===== src/rtl/sid_audio_i2s.sv =====
// SID output stage: per-chip first-order IIR smoothing (chip 0 left, chip 1 right)
// feeding a free-running 24-bit I2S transmitter with 64 BCLK per frame.
module sid_audio_i2s #(
  parameter int BCLK_HALF = 4,
  parameter int SHIFT     = 3
) (
  input  logic               clk,
  input  logic               rst,
  input  logic signed [19:0] audio_i,
  input  logic               valid_i,
  input  logic               chan_i,
  output logic               bclk_o,
  output logic               lrclk_o,
  output logic               sdata_o
);

  localparam int CNT_W = $clog2(BCLK_HALF);
  localparam logic [CNT_W-1:0] CNT_LAST = CNT_W'(BCLK_HALF - 1);

  logic [CNT_W-1:0]   cnt_q, cnt_d;
  logic               bclk_q, bclk_d;
  logic [5:0]         bit_idx_q, bit_idx_d;
  logic [5:0]         bit_nxt;
  logic               lrclk_q, lrclk_d;
  logic               sdata_q, sdata_d;
  logic signed [23:0] acc_l_q, acc_l_d;
  logic signed [23:0] acc_r_q, acc_r_d;
  logic signed [23:0] snap_l_q, snap_l_d;
  logic signed [23:0] snap_r_q, snap_r_d;

  // acc + (x24 - acc) >>> SHIFT; the floored step never overshoots x24, so no clamp.
  function automatic logic signed [23:0] iir_step(input logic signed [23:0] acc,
                                                  input logic signed [19:0] x);
    logic signed [23:0] x24;
    logic signed [24:0] diff;
    logic signed [24:0] step;
    x24  = {x, 4'b0000};
    diff = {x24[23], x24} - {acc[23], acc};
    step = diff >>> SHIFT;
    return acc + step[23:0];
  endfunction

  // Slot 0 is the I2S one-bit MSB delay; slots 25..31 pad the 32-bit half-frame.
  function automatic logic slot_bit(input logic [4:0]  slot,
                                    input logic [23:0] word);
    logic [4:0] idx;
    idx = 5'd24 - slot;
    if (slot == 5'd0 || slot > 5'd24) return 1'b0;
    return word[idx];
  endfunction

  always_comb begin
    cnt_d     = cnt_q + 1'b1;
    bclk_d    = bclk_q;
    bit_idx_d = bit_idx_q;
    lrclk_d   = lrclk_q;
    sdata_d   = sdata_q;
    snap_l_d  = snap_l_q;
    snap_r_d  = snap_r_q;
    acc_l_d   = acc_l_q;
    acc_r_d   = acc_r_q;
    bit_nxt   = bit_idx_q + 6'd1;

    if (cnt_q == CNT_LAST) begin
      cnt_d  = '0;
      bclk_d = ~bclk_q;
      if (bclk_q) begin
        bit_idx_d = bit_nxt;
        lrclk_d   = bit_nxt[5];
        sdata_d   = slot_bit(bit_nxt[4:0], bit_nxt[5] ? snap_r_q : snap_l_q);
        // Both channels latched together so a frame never mixes old and new data.
        if (bit_nxt == 6'd0) begin
          snap_l_d = acc_l_q;
          snap_r_d = acc_r_q;
        end
      end
    end

    if (valid_i) begin
      if (chan_i) acc_r_d = iir_step(acc_r_q, audio_i);
      else        acc_l_d = iir_step(acc_l_q, audio_i);
    end
  end

  always_ff @(posedge clk or posedge rst) begin
    if (rst) begin
      cnt_q     <= '0;
      bclk_q    <= 1'b0;
      bit_idx_q <= 6'd63;
      lrclk_q   <= 1'b0;
      sdata_q   <= 1'b0;
      snap_l_q  <= '0;
      snap_r_q  <= '0;
      acc_l_q   <= '0;
      acc_r_q   <= '0;
    end else begin
      cnt_q     <= cnt_d;
      bclk_q    <= bclk_d;
      bit_idx_q <= bit_idx_d;
      lrclk_q   <= lrclk_d;
      sdata_q   <= sdata_d;
      snap_l_q  <= snap_l_d;
      snap_r_q  <= snap_r_d;
      acc_l_q   <= acc_l_d;
      acc_r_q   <= acc_r_d;
    end
  end

  assign bclk_o  = bclk_q;
  assign lrclk_o = lrclk_q;
  assign sdata_o = sdata_q;

endmodule

===== config.mk =====
export PLATFORM = sky130hd
export DESIGN_NAME = sid_audio_i2s
export DESIGN_NICKNAME = d
export VERILOG_FILES = /design/src/rtl/sid_audio_i2s.sv
export SDC_FILE = /design/constraint.sdc
export NUM_CORES = 1
export LEC_CHECK = 0
export BUFFER_PORTS_ARGS = -buffer_cell sky130_fd_sc_hd__buf_2
export CORE_MARGIN = 4
export CORE_UTILIZATION = 50
export CTS_CLUSTER_DIAMETER = 80
export CTS_CLUSTER_SIZE = 25
export DETAILED_ROUTE_END_ITERATION = 8
export HOLD_SLACK_MARGIN = 0.05
export PLACE_DENSITY = 0.66
export SLEW_MARGIN = 20
export SYNTH_ARGS = -nofsm -noshare
export SYNTH_HDL_FRONTEND = slang
export SYNTH_SLANG_ARGS = --single-unit
export TNS_END_PERCENT = 30

===== constraint.sdc =====
create_clock -name clk -period 10.5 [get_ports clk]
set_input_delay 1.05 -clock clk [delete_from_list [all_inputs] [get_ports clk]]
set_output_delay 1.05 -clock clk [all_outputs]
set_load 0.01 [all_outputs]

==> flow_summary.yaml <==
outcome:
  outcome: "completed"
global_routing:
  grt_use_met2_pct: 32.8
  antenna_found_initial: 0
  met3_usage_pct: 3.56
  use_met1_pct: 30.6
  overflow: 0
  grt_pass1_wl_um: 34000
  grt-busiest-layer: "met2"
  grt_pass1_vias: 6861
  grt_start_max_net_pins: 62
  grt_usage_pct: 20.8
final_layout:
  area_delta_synth_final_pct: 6.93
  drive_above_1_share_pct: 13.6
  diodes: 0
  layout_common_cells: "101 x dfrtp_1, 96 x ha_1, 90 x nand2_1"
  layout_commonest_cell: "dfrtp_1"
  nets: 1126
cts:
  cts_num_sinks: 107
  cts_resized: 0
  ctsHtreeMaxLevel: 3
  clock_latency_ps: 360
  cts_root_buf: "clkbuf_16"
  cts_tree: "yes"
  cts_hold_buf: 0
  cts_buffers: 9
  postCtsSetupBuffers: 0
  clk_pin_slew_ps: 80
  clock_path_buffers: 2
hold_path:
  hold_end: "cnt_q[0]"
  hold_start: "cnt_q[0]"
  holdPathStages: 1
  hold_path_class: "reg2reg"
timing:
  fin_skew_ps: 16.9
  report.final.slew_viol_count: 0
  period_needed_ps: 4800
  hold_violations: 0
  finalSetupViolCount: 0
  timing.fmax_mhz: 208
  worst_pin_slew_ps: 783
  setup-tns-final_ps: 0
  rsz0062_at_grt: "false"
  fin_crit_sh_pct: 45.7
  maxSlewHeadroom_pct: 47.8
die:
  die_h_um: 142
  io_pins: 27
  start_util_pct: 51.5
  die_w_um: 142
  core-area_um2: 17400
  dieArea_um2: 20100
  fp-row-count: 48
synth:
  synth_ff_type: "dfrtp_1"
  ys_ff_latch: 107
  syn_avg_cell_area_um2: 9.08
  synthArstFlopShare_pct: 100
  ys_types: 81
  synth_nets: 1110
  syn_area_um2: 8970
  synth-edff-count: 0
  yosys_warnings: 0
  yosysSeqAreaShare_pct: 29.9
  syn_inst: 988
critical_path:
  ff2ff_path_depth: 17
  critPathLaunchType: "input pin"
  r2r_start: "acc_r_q[1]"
  rr_endpoint: "acc_r_q[20]"
  reg2reg_slack_ps: 5950
  arrival_ps: 5090
  crit_path_max_fanout: 6
  required_ps: 10790
  cp-end-kind: "flop"
  critPathKind: "in2reg"
run:
  cap_violations: 0
routing:
  wl_per_cell_um: 16.4
  drtPass1Iterations: 5
  drt_iter0_drc: 413
  wl_um: 20200
  drc: 0
  vias_per_cell: 5.82
  route.vias.total: 7186
  ant_nets: 0
place:
  gp_congestion: 0.879
  place_hpwl_um: 15400
  port_buffers: 26
==> logic make-up (layout without fill, tap and decap cells) <==
kind of cell,count (synthesis),after routing,share of synthesized area [%]
AOI/OAI and AO/OA,293,293,21.2
xor gates and xnor gates,80,80,8.02
adders and majority gates,98,98,13.8
buffers and inverters,90,111,4.02
DFF,107,107,29.9
muxes,73,73,9.70
and+or+nand+nor,247,247,13.3
==> cell type report <==
cell class                      count  area (µm²)
Sequential cell                   107        2690
Fill cell                        1626        7830
Clock inverter                      6        46.3
Clock buffer                       10         239
Inverter                           64         243
Multi-Input combinational cell    791        5930
Timing Repair Buffer               31         168
Tap cell                          225         282
==> registers in the layout, indices dropped and copies added, names as in the netlist <==
signal	cells
snap_r_q	24
acc_r_q	24
sdata_o	1
cnt_q	2
lrclk_o	1
acc_l_q	24
bit_idx_q	6
bclk_o	1
snap_l_q	24
==> synth_stat cells (11+ instances only) <==
master | instances | area share [%]
a21o_1 | 29 | 2.4
a21oi_1 | 81 | 4.5
a31oi_1 | 11 | 0.77
clkbuf_1 | 19 | 0.80
dfrtp_1 | 101 | 28
ha_1 | 96 | 13
inv_1 | 64 | 2.7
mux2_2 | 51 | 6.4
mux2i_1 | 16 | 1.8
nand2_1 | 90 | 3.8
nand2b_1 | 13 | 0.91
nand3_1 | 16 | 0.89
nor2_1 | 51 | 2.1
nor3_1 | 21 | 1.2
o21a_1 | 14 | 1.2
o21ai_0 | 69 | 3.9
xnor2_1 | 49 | 4.8
xor2_1 | 30 | 2.9
==> metal layers <==
metal | part of all wire [%] | routed length (µm)
met1 | 51 | 10300
met2 | 46 | 9190
met3 | 2.7 | 541
met4 | 0.57 | 116
met5 | 0 | 0
==> through the flow <==
| stage | instances | hold WS (ps) | setup slack, ps | area, µm² | util (%) |
|---|---|---|---|---|---|
| 6_report | 1234 | 426 | 5700 | 9590 | 55.1 |
| 5_1_grt | 1234 | 433 | 5350 | 9590 | 55.1 |
| 4_1_cts | 1234 | 428 | 5720 | 9590 | 55.1 |
| 3_5_place_dp | 1218 | 418 | 5330 | 9310 | 53.4 |
| 3_3_place_gp | 1218 | 416 | 5380 | 9310 | 53.4 |
| 2_1_floorplan | 988 | 403 | 5940 | 8970 | - |
==> worst max-delay path: stages <==
cell	delay, ps
buf_2	120
ha_1	350
a21oi_1	360
nand2_1	110
a211oi_1	490
o31ai_1	160
a21oi_1	210
o21ai_0	120
a21oi_1	220
xnor2_1	220
ha_1	330
a21oi_1	190
o21bai_1	90
a221oi_1	350
a21oi_1	120
o22ai_1	210
mux2i_1	240
xnor2_1	130
==> how the worst max path moves through the flow <==
stage | start | end | slack, ps | cells after the start
finish | audio_i[4] | acc_l_q[23] | 5700 | 18
global route | audio_i[0] | acc_r_q[23] | 5350 | 19
CTS | audio_i[0] | acc_r_q[20] | 5720 | 18
detailed placement | audio_i[0] | acc_r_q[20] | 5330 | 18
global placement | audio_i[4] | acc_l_q[23] | 5380 | 16
floorplan | audio_i[0] | acc_r_q[23] | 5940 | 18
Power is not shown: default switching activity piles up to over one toggle a cycle in this logic, so the estimate is an artifact.
